### config.mk
export PLATFORM = sky130hd
export DESIGN_NAME = fetch_unit
export DESIGN_NICKNAME = d
export VERILOG_FILES = /design/src/rtl/fetch_unit.sv
export SDC_FILE = /design/constraint.sdc
export NUM_CORES = 1
export LEC_CHECK = 0
export CAP_MARGIN = 15
export CORE_ASPECT_RATIO = 0.5
export CORE_MARGIN = 2
export CORE_UTILIZATION = 55
export DETAILED_ROUTE_END_ITERATION = 7
export GPL_TIMING_DRIVEN = 0
export PLACE_DENSITY = 0.81
export SYNTH_ARGS = -nofsm -noshare
export SYNTH_HDL_FRONTEND = slang
export SYNTH_SLANG_ARGS = --single-unit
### constraint.sdc
create_clock -name clk -period 7.9 [get_ports clk]
set_input_delay 0.79 -clock clk [delete_from_list [all_inputs] [get_ports clk]]
set_output_delay 0.79 -clock clk [all_outputs]
set_load 0.02 [all_outputs]
### src/rtl/fetch_unit.sv
// Instruction-fetch stage: holds the PC, issues one outstanding word request to
// instruction memory and captures returned words into the IF/ID register for decode.
module fetch_unit #(
    parameter int              WORD     = 32,
    parameter logic [WORD-1:0] RESET_PC = 32'h0040_0000
) (
    input  logic            clk,
    input  logic            reset,
    output logic            imem_req,
    output logic [WORD-1:0] imem_addr,
    input  logic            imem_ready,
    input  logic            imem_rvalid,
    input  logic [WORD-1:0] imem_rdata,
    input  logic            stall,
    input  logic            redirect,
    input  logic [WORD-1:0] redirect_pc,
    output logic [WORD-1:0] instr,
    output logic [WORD-1:0] pc_plus4,
    output logic            instr_valid
);

    typedef enum logic [1:0] {
        S_REQ,
        S_WAIT,
        S_DROP,
        S_HOLD
    } state_t;

    localparam logic [WORD-1:0] FOUR = WORD'(4);

    state_t          state_q, state_d;
    logic [WORD-1:0] pc_q, pc_d;
    logic [WORD-1:0] fetch_addr_q, fetch_addr_d;
    logic [WORD-1:0] hold_word_q, hold_word_d;
    logic [WORD-1:0] hold_addr_q, hold_addr_d;
    logic [WORD-1:0] instr_q, instr_d;
    logic [WORD-1:0] pc_plus4_q, pc_plus4_d;
    logic            instr_valid_q, instr_valid_d;

    logic [WORD-1:0] target;
    logic            unused_rpc_bits;

    assign target          = {redirect_pc[WORD-1:2], 2'b00};
    assign unused_rpc_bits = ^redirect_pc[1:0];

    // Gated with reset so no request leaks out while the memory is also held in reset.
    assign imem_req    = (state_q == S_REQ) && reset;
    assign imem_addr   = pc_q;
    assign instr       = instr_q;
    assign pc_plus4    = pc_plus4_q;
    assign instr_valid = instr_valid_q;

    always_comb begin
        // NOTE: every variable gets a default first so no path can infer a latch.
        state_d       = state_q;
        pc_d          = pc_q;
        fetch_addr_d  = fetch_addr_q;
        hold_word_d   = hold_word_q;
        hold_addr_d   = hold_addr_q;
        instr_d       = instr_q;
        pc_plus4_d    = pc_plus4_q;
        instr_valid_d = instr_valid_q;

        // Decode takes the current word; a load below overrides this.
        if (instr_valid_q && !stall) begin
            instr_valid_d = 1'b0;
        end
        if (redirect) begin
            instr_valid_d = 1'b0;
        end

        case (state_q)
            S_REQ: begin
                if (redirect) begin
                    pc_d = target;
                    // The old-address request was still accepted; its word must be dropped.
                    if (imem_ready) begin
                        state_d = S_DROP;
                    end
                end else if (imem_ready) begin
                    fetch_addr_d = pc_q;
                    pc_d         = pc_q + FOUR;
                    state_d      = S_WAIT;
                end
            end
            S_WAIT: begin
                if (redirect) begin
                    pc_d    = target;
                    state_d = imem_rvalid ? S_REQ : S_DROP;
                end else if (imem_rvalid) begin
                    if (!instr_valid_q || !stall) begin
                        instr_d       = imem_rdata;
                        pc_plus4_d    = fetch_addr_q + FOUR;
                        instr_valid_d = 1'b1;
                        state_d       = S_REQ;
                    end else begin
                        hold_word_d = imem_rdata;
                        hold_addr_d = fetch_addr_q;
                        state_d     = S_HOLD;
                    end
                end
            end
            S_DROP: begin
                if (redirect) begin
                    pc_d = target;
                end
                if (imem_rvalid) begin
                    state_d = S_REQ;
                end
            end
            S_HOLD: begin
                if (redirect) begin
                    pc_d        = target;
                    hold_word_d = '0;
                    hold_addr_d = '0;
                    state_d     = S_REQ;
                end else if (!stall) begin
                    instr_d       = hold_word_q;
                    pc_plus4_d    = hold_addr_q + FOUR;
                    instr_valid_d = 1'b1;
                    state_d       = S_REQ;
                end
            end
            default: state_d = S_REQ;
        endcase
    end

    always_ff @(posedge clk or negedge reset) begin
        if (!reset) begin
            state_q       <= S_REQ;
            pc_q          <= RESET_PC;
            fetch_addr_q  <= '0;
            hold_word_q   <= '0;
            hold_addr_q   <= '0;
            instr_q       <= '0;
            pc_plus4_q    <= '0;
            instr_valid_q <= 1'b0;
        end else begin
            // NOTE: non-blocking so every register samples pre-edge values.
            state_q       <= state_d;
            pc_q          <= pc_d;
            fetch_addr_q  <= fetch_addr_d;
            hold_word_q   <= hold_word_d;
            hold_addr_q   <= hold_addr_d;
            instr_q       <= instr_d;
            pc_plus4_q    <= pc_plus4_d;
            instr_valid_q <= instr_valid_d;
        end
    end

endmodule

### After elaboration in Yosys (flattened, before gate mapping)

Index checks and enable logic that the tools add are counted.

| operators by class | value |
|---|---|
| $add $sub $neg | 3 |
| equality and inequality tests | 16 |
| multiplexer cells | 44 |
| bitwise logic cells | 1 |
| reduce and logical (&&, ||, !) cells | 13 |

Operators with widths:

| operator | count |
|---|---|
| $mux 32 | 20 |
| $pmux 32 s2 | 5 |
| $add 32x3->32 const B | 3 |
| $mux 2 | 10 |
| $ne 2x2->1 const B | 9 |
| $ne 3x3->1 const B | 3 |
| $pmux 2 s4 | 1 |
| $mux 1 | 7 |
| $reduce_and 6->1 | 1 |
| $reduce_and 5->1 | 1 |
| $eq 2x2->1 const B | 2 |
| $reduce_and 4->1 | 1 |
| $reduce_and 3->1 | 1 |
| $reduce_or 3->1 | 1 |
| $eq 2x1->1 const B | 1 |
| $logic_and 1x1->1 | 2 |
| $logic_not 1->1 | 2 |
| $logic_not 2->1 | 1 |
| $ne 2x1->1 const B | 1 |
| $pmux 1 s2 | 1 |
| $reduce_and 2->1 | 1 |
| $reduce_bool 2->1 | 1 |
| $logic_or 1x1->1 | 1 |
| $not 1->1 | 1 |

| storage, ports and cells | value |
|---|---|
| flip-flop bits (word level) | 195 |
| input bits | 70 |
| output and inout bits | 98 |

### Longest topological paths before layout

| depth | value |
|---|---|
| word-level depth | 8 |
| gate-level depth with buffers | 16 |
| gate-level depth less buffers | 8 |

### Least setup slack after synthesis

OpenSTA, ideal clock, no wires.

| timing path | value |
|---|---|
| kind | flip-flop to flip-flop |
| start point | register state_q[0] |
| end point | register pc_plus4_q[28] (netlist: pc_plus4[28]) |
| arrival | 2.721 ns |
| path slack | 5.045 ns |
| stages on the path, launching flop included | 17 |
| path buffers | 8 |
| period minus slack after synthesis | 2.855 ns |
| path through | dfrtp_1 buf_6 and2_4 buf_6 buf_12 buf_8 buf_2 buf_2 buf_2 nand2_1 nand2_1 ha_1 nand4_1 buf_2 nor4_2 and4_1 o31ai_1 |

| between the ends | value |
|---|---|
| longest elaborated chain between the ends | 3 |

RTL lines:

| element | line | source |
|---|---|---|
| start, declared | 31 | `state_t state_q, state_d;` |
| start signal, assigned | 140 | `state_q <= state_d;` |
| $eq 2x1->1 / $eq 2x2->1 (equally long branches) | 72 | `case (state_q)` |
| $ne 2x2->1 (no source line) / $reduce_bool 2->1 (equally long branches) | -- |  |
| $reduce_and 6->1 (no source line) | -- |  |
| end signal, assigned | 146 | `pc_plus4_q <= pc_plus4_d;` |
| end, declared | 37 | `logic [WORD-1:0] pc_plus4_q, pc_plus4_d;` |

Parallel ways exist; a longest one is shown, timed or not.
A chain may end at the register's enable or synchronous reset.

### Worst setup path in the final report

Ends and elaborated chain as after synthesis.

==> reports/qor.csv <==
stage,metric,value,unit
timing,Layout Skew,0.0113,ns
timing,Slew @ Worst Pin,0.897,ns
min_path,worst hold path class,in -> async,
clock_tree,worst skew pair latency,0.43,ns
clock_tree,H-tree lvl count,4,
critical_path,Critical Path Slowest Stage Cell,clkbuf_1,
clock_tree,CTS Sinks,187,
status,status,completed,
route,DRT iter0 DRCs,772,
global_routing,vias in the first global route,8003,
critical_path,crit start category,register,
yosys,"Seq/Total Area, Yosys",0.515,
timing,normalized max-slew margin,0.400,
timing,final hold slack,0.292,ns
cells_and_area,cell area after layout,0.0116,mm²
clock_tree,CTS tree,yes,
placement,IO Port Bufs,160,
global_routing,GRT Util Overall,0.310,
power_and_ir_drop,leakage,0.00494,µW
route,post-route ant nets,0,
critical_path,WS Path Type,reg -> reg,
timing,Final Hold Fails,0,
clock_tree,Post-CTS Resized,0,
yosys,"Avg Cell Area, Syn",9.21,µm²
cells_and_area,layout cells sized above 1,0.0618,
route,vias per cell,5.94,
floorplan,# rows,33,
yosys,ys async rst share,1.00,
cells_and_area,Area growth syn-to-layout,27.4,%
cells_and_area,Final nets,1242,
route,routed vias,8364,
yosys,Gate Count Post-Synth,987,
route,WL final,26500,µm
critical_path,CP cell instances,buf_6 -> nand2_1 -> clkbuf_1 -> clkbuf_1 -> clkbuf_1 -> nand2_1 -> nand2_1 -> ha_1 -> nand4_1 -> buf_2 -> nor4_2 -> a31oi_1 -> o31ai_1,
clock_tree,root buf cell,clkbuf_16,
route,WL/cell,18.8,µm
placement,dpl ws,4.15,ns
yosys,Post-synth EDFFs,0,
clock_tree,Worst-path clk slew,0.08,ns
yosys,Netlist cell types,62,
timing,Max Fclk,264,MHz
critical_path,Critical Path AT,4.13,ns
global_routing,Top Usage Layer GRT,met2,
clock_tree,"Hold-fix buffers, CTS",0,
flow_run,max-cap violations,0,
floorplan,Initial Utilization,0.559,
timing,Final setup viols,0,
route,DRT Pass-1 Iters,7,
timing,"Min Clock Period, post-route",3.79,ns
floorplan,height of the die,94.9,µm
clock_tree,setup bufs post-CTS,0,
timing,post-route setup slack,4.11,ns
power_and_ir_drop,P per Cell Area,308,mW/mm²
global_routing,first-pass GRT wire length,42200,µm
timing,fin crit share,0.480,
critical_path,"Max FO, Critical Path",10,
yosys,ys flop type,dfrtp_1,
clock_tree,maximum clock path buffer count,2,
timing,unrepaired setup endpoints after global routing,false,
global_routing,gr ovfl total,0,
critical_path,CP required,8.24,ns
floorplan,core area,0.0163,mm²
yosys,Synth Register Bits,187,
floorplan,Die X,186,µm
floorplan,die area,0.0176,mm²
power_and_ir_drop,worst vdd rail ir drop,173,µV
global_routing,initial antenna violation count,0,
floorplan,Boundary Pins,168,
yosys,Synthesis Warnings,0,
clock_tree,CTS buffer count,17,
critical_path,crit path capture type,register,
timing,fin. max-slew vios,0,
global_routing,met3 Use GR,0.0605,
placement,Area after DPL,0.0110,mm²
timing,setup TNS,0,ns
yosys,Post-Syn Area,0.00909,mm²
global_routing,met2 Use GR,0.480,
global_routing,met1 Use GR,0.449,
route,residual DRC count,0,
critical_path,Worst R2R Setup Slack,4.11,ns
global_routing,largest net degree at the start of global routing,125,
placement,HPWL after DPL,19000,µm
critical_path,Crit path largest cell delay,0.55,ns
cells_and_area,antenna cell count,0,
placement,GPL Wtd Cong,0.930,
-- synth_stat cells (3+ instances only) --
library cell | instances | share of area
nand2_1 | 254 | 0.10
dfrtp_1 | 186 | 0.51
a22o_1 | 63 | 0.061
nor2_1 | 59 | 0.024
o21ai_0 | 58 | 0.032
clkbuf_1 | 50 | 0.021
a21oi_1 | 37 | 0.020
a31oi_1 | 37 | 0.025
nand4_1 | 28 | 0.019
mux2i_1 | 19 | 0.021
nand3_1 | 18 | 0.0099
nor3_1 | 16 | 0.0088
xor2_1 | 16 | 0.015
and3_1 | 14 | 0.0096
o22ai_1 | 13 | 0.0089
xnor2_1 | 11 | 0.011
buf_2 | 10 | 0.0055
o21ai_1 | 10 | 0.0055
nor4_1 | 8 | 0.0055
mux2_2 | 6 | 0.0074
buf_4 | 5 | 0.0041
inv_1 | 5 | 0.0021
o31ai_1 | 5 | 0.0041
a211oi_1 | 4 | 0.0033
and2_1 | 3 | 0.0021
and4_1 | 3 | 0.0029
buf_6 | 3 | 0.0037
nor2b_1 | 3 | 0.0021
nor4_2 | 3 | 0.0041
-- registers in the layout (all words and copies together) (netlist names) --
register / cells
hold_word_q: 32
instr: 32
fetch_addr_q: 30
hold_addr_q: 30
imem_addr: 30
pc_plus4: 30
state_q: 2
instr_valid: 1
-- power breakdown --
part           leakage [µW]  switching (µW)  internal [µW]
logic               0.00232             696            577
registers           0.00235             253           1210
clock network      0.000270             401            425
total               0.00494            1350           2210
-- critical path, delay by kind of cell, from the launching register on --
family	cells	cell delay [ns]
adders and majority gates	1	0.23
buffers and inverters	5	1.82
DFF	1	0.39
and+or+nand+nor	5	0.88
AOI/OAI and AO/OA	2	0.38
-- stage by stage --
step	cells	total power, µW	utilization
final	1409	3560	0.712
after global routing	1409	3750	0.712
after detailed placement	1378	2740	0.677
after global placement	1377	2700	0.675
after floorplan	990	2100	-
after CTS	1409	3560	0.712
-- cell type report --
cell class,instances,area (µm²)
Fill cell,1218,4690
Sequential cell,187,4680
Multi-Input combinational cell,728,4060
Timing Repair Buffer,161,1630
Clock buffer,18,439
Buffer,70,344
Tap cell,227,284
Clock inverter,13,123
Inverter,5,18.8
-- final timing paths --
kind | endpoint | start | depth (start not counted)
setup / recovery | pc_plus4[28] | state_q[0] | 13
hold / removal | imem_addr[17] | reset | 1
setup reg to reg | pc_plus4[28] | state_q[0] | 13
hold reg to reg | pc_plus4[7] | pc_plus4[7] | 2
max in group asynchronous | pc_plus4[5] | reset | 2
min in group clk | pc_plus4[7] | pc_plus4[7] | 2
-- kinds of logic (layout without fill, tap and decap cells) --
| kind of cell | Yosys count | count (layout) | synth area share |
|---|---|---|---|
| and+or+nand+nor | 423 | 423 | 0.207 |
| AOI/OAI and AO/OA | 246 | 246 | 0.179 |
| DFF | 187 | 187 | 0.515 |
| buffers and inverters | 75 | 267 | 0.0399 |
| xor gates and xnor gates | 27 | 27 | 0.0260 |
| muxes | 26 | 26 | 0.0300 |
| adders and majority gates | 2 | 2 | 0.00275 |
| other | 1 | 4 | 0.000413 |
-- metal layers --
metal  vias to the layer above  wire length [µm]
met4                         0               376
met3                        38              2490
li1                       3873                 -
met5                         -                 0
met1                      4004             11900
met2                       449             11700
-- layout by cell type, fill, tap and decap left out, types with 8 or more instances in the layout --
cell type | synthesis | routed
a22o_1 | 63 | 63
buf_2 | 10 | 10
clkbuf_16 | 0 | 17
nand4_1 | 28 | 28
clkbuf_1 | 50 | 50
xor2_1 | 16 | 16
nand3_1 | 18 | 18
nor3_1 | 16 | 16
a21oi_1 | 37 | 37
nor4_1 | 8 | 8
o21ai_0 | 58 | 58
o21ai_1 | 10 | 10
nand2_1 | 254 | 254
a31oi_1 | 37 | 37
dfrtp_1 | 186 | 186
nor2_1 | 59 | 59
o22ai_1 | 13 | 13
mux2i_1 | 19 | 19
xnor2_1 | 11 | 11
and3_1 | 14 | 14
clkdlybuf4s50_1 | 0 | 159
No activity file was read; power rests on OpenSTA's default activity.
==> patch (config.mk and constraints unchanged) <==
Re-encode `state_t` (4 states) as one-hot, 4 bits wide.
--- a/src/rtl/fetch_unit.sv
+++ b/src/rtl/fetch_unit.sv
@@ -20,9 +20,9 @@
 );
 
-    typedef enum logic [1:0] {
-        S_REQ,
-        S_WAIT,
-        S_DROP,
-        S_HOLD
+    typedef enum logic [3:0] {
+        S_REQ  = 4'b0001,
+        S_WAIT = 4'b0010,
+        S_DROP = 4'b0100,
+        S_HOLD = 4'b1000
     } state_t;
 
Check against the original RTL: same outputs for any inputs over 4 cycles, from zero or initial values and one cycle with reset low; so few cycles prove little.
==> patch against the original RTL <==
  * Sequential cell count increased by 2
  * Total power increased by 19%
  * Die area increased by 1.9%
  * Setup slack got worse by 0.43 ns
  * Final area increased by 1.9%
  * Sequential power increased by 13%
  * Clock power increased by 5.4%
  * Routed wire length increased by 1.9%
  * Area after synthesis increased by 1.9%
  * Largest cell class unchanged
==> patch: results (changes against the original RTL) <==
================================================================================
Outcome ........................................................... complete, no violations   unchanged
Filler-free cell count of the finished design .....................         1464   was 1409
Average cell area after synthesis .................................   8.901 um^2   was 9.210 um^2
Fraction of area in multi-input gates .............................       0.3548   was 0.3504
Worst slack at placement ..........................................     3.811 ns   was 4.148 ns
Share of the synthesized area in compound gates (AO/OA/AOI/OAI) ...       0.1769   was 0.1785
Violation count after the first detailed-routing iteration ........          924   was 772
Global Route met1 Usage ...........................................       0.4447   was 0.4493
Critical path startpoint category .................................     register   unchanged
Share of layout cells above drive strength 1 ......................      0.08246   was 0.06176
HPWL after DPL ....................................................     19410 um   was 19000 um
Seq cells .........................................................          189   was 187
Layout clock buffer count .........................................           17   was 18
Number of unique standard cell types used by synthesis ............           58   was 62
Top cells by area in the synthesized netlist ...................... dfrtp_1 50%, nand2_1 10%, o21ai_0 6.1%   was dfrtp_1 51%, nand2_1 10%, a22o_1 6.1%
Most numerous cell types in the synthesized netlist ............... 246 x nand2_1, 187 x dfrtp_1, 113 x o21ai_0, 63 x a21oi_1, 62 x nor2_1   was 254 x nand2_1, 186 x dfrtp_1, 63 x a22o_1, 59 x nor2_1, 58 x o21ai_0
Switch Pwr ........................................................      1702 uW   was 1350 uW
GR Layer Usage met3 ...............................................      0.05942   was 0.06055
Cell at the slowest stage of the critical path ....................      nor4b_1   was clkbuf_1
Share of the synthesized netlist area taken by xor and xnor gates .      0.03214   was 0.02602
Detailed Route WL .................................................     26980 um   was 26490 um
Minimum setup slack in the final design ...........................     3.679 ns   was 4.109 ns
Input/output buffers ..............................................          161   was 160
Final Core Density ................................................       0.7183   was 0.7119
Placement-stage cell area .........................................   11210 um^2   was 11020 um^2
Inverter count ....................................................           10   was 5
DR WL met2 ........................................................     11750 um   was 11700 um
Routed via count divided by cell count ............................        5.980   was 5.936
Lkg Pwr ...........................................................  0.005008 uW   was 0.004945 uW
Buffers excl. clock ...............................................          232   was 231
Post-Route Hold Slack .............................................    0.3507 ns   was 0.2920 ns
Worst IR Drop VDD .................................................    0.1904 mV   was 0.1729 mV
Non-clock buffer area fraction after layout .......................       0.1664   was 0.1708
Clock tree cell share of total cell area ..........................      0.05067   was 0.04851
Part of the Yosys area used for sequential elements ...............       0.5107   was 0.5149
Placed Cells ......................................................         1433   was 1378
Register share of the cell area ...................................       0.4009   was 0.4042
Number of filler instances in the final layout ....................         1233   was 1218
Final weighted congestion in routability-driven placement .........       0.9461   was 0.9301
Multiplexer fraction of the synthesized cell area .................      0.04091   was 0.03001
Arrival time of the worst setup path ..............................      4.53 ns   was 4.13 ns
Total track usage .................................................       0.3062   was 0.3103
Critical R2R Launch ............................................... state_q[3]$_DFFE_PN0P_   was state_q[0]$_DFFE_PN0P_
Slowest Stage Delay on Critical Path ..............................      0.61 ns   was 0.55 ns
Met1 layer wirelength in the final routing ........................     12350 um   was 11920 um
================================================================================
patch: changes by cell type in the layout (fill, tap and decap cells not counted), moves of 9 or more:
cell      before  now
mux2_2         6   31
o21ai_0       58  113
a22o_1        63    0
a21oi_1       37   63
mux2i_1       19    3
nand3_1       18   31
a21boi_0       1   19
nand4_1       28   19
patch: power by group through the flow:
stage / clock network (uW) / logic [uW] / registers (uW)
after floorplan: 0 / 719 / 1810
after global placement: 0 / 1660 / 1640
after detailed placement: 0 / 1700 / 1650
after CTS: 880 / 1720 / 1640
after global routing: 925 / 1850 / 1690
final: 871 / 1720 / 1650
patch: worst paths after layout:
kind                                                   end  cells past startpoint
worst max-delay path              pc_plus4[22]$_DFFE_PN0P_                     13
worst min-delay path              imem_addr[4]$_DFFE_PN0P_                      1
worst max register to register    pc_plus4[22]$_DFFE_PN0P_                     13
worst min register to register  hold_word_q[0]$_DFFE_PN0P_                      2
max in group asynchronous         pc_plus4[28]$_DFFE_PN0P_                      2
min in group clk                hold_word_q[0]$_DFFE_PN0P_                      2
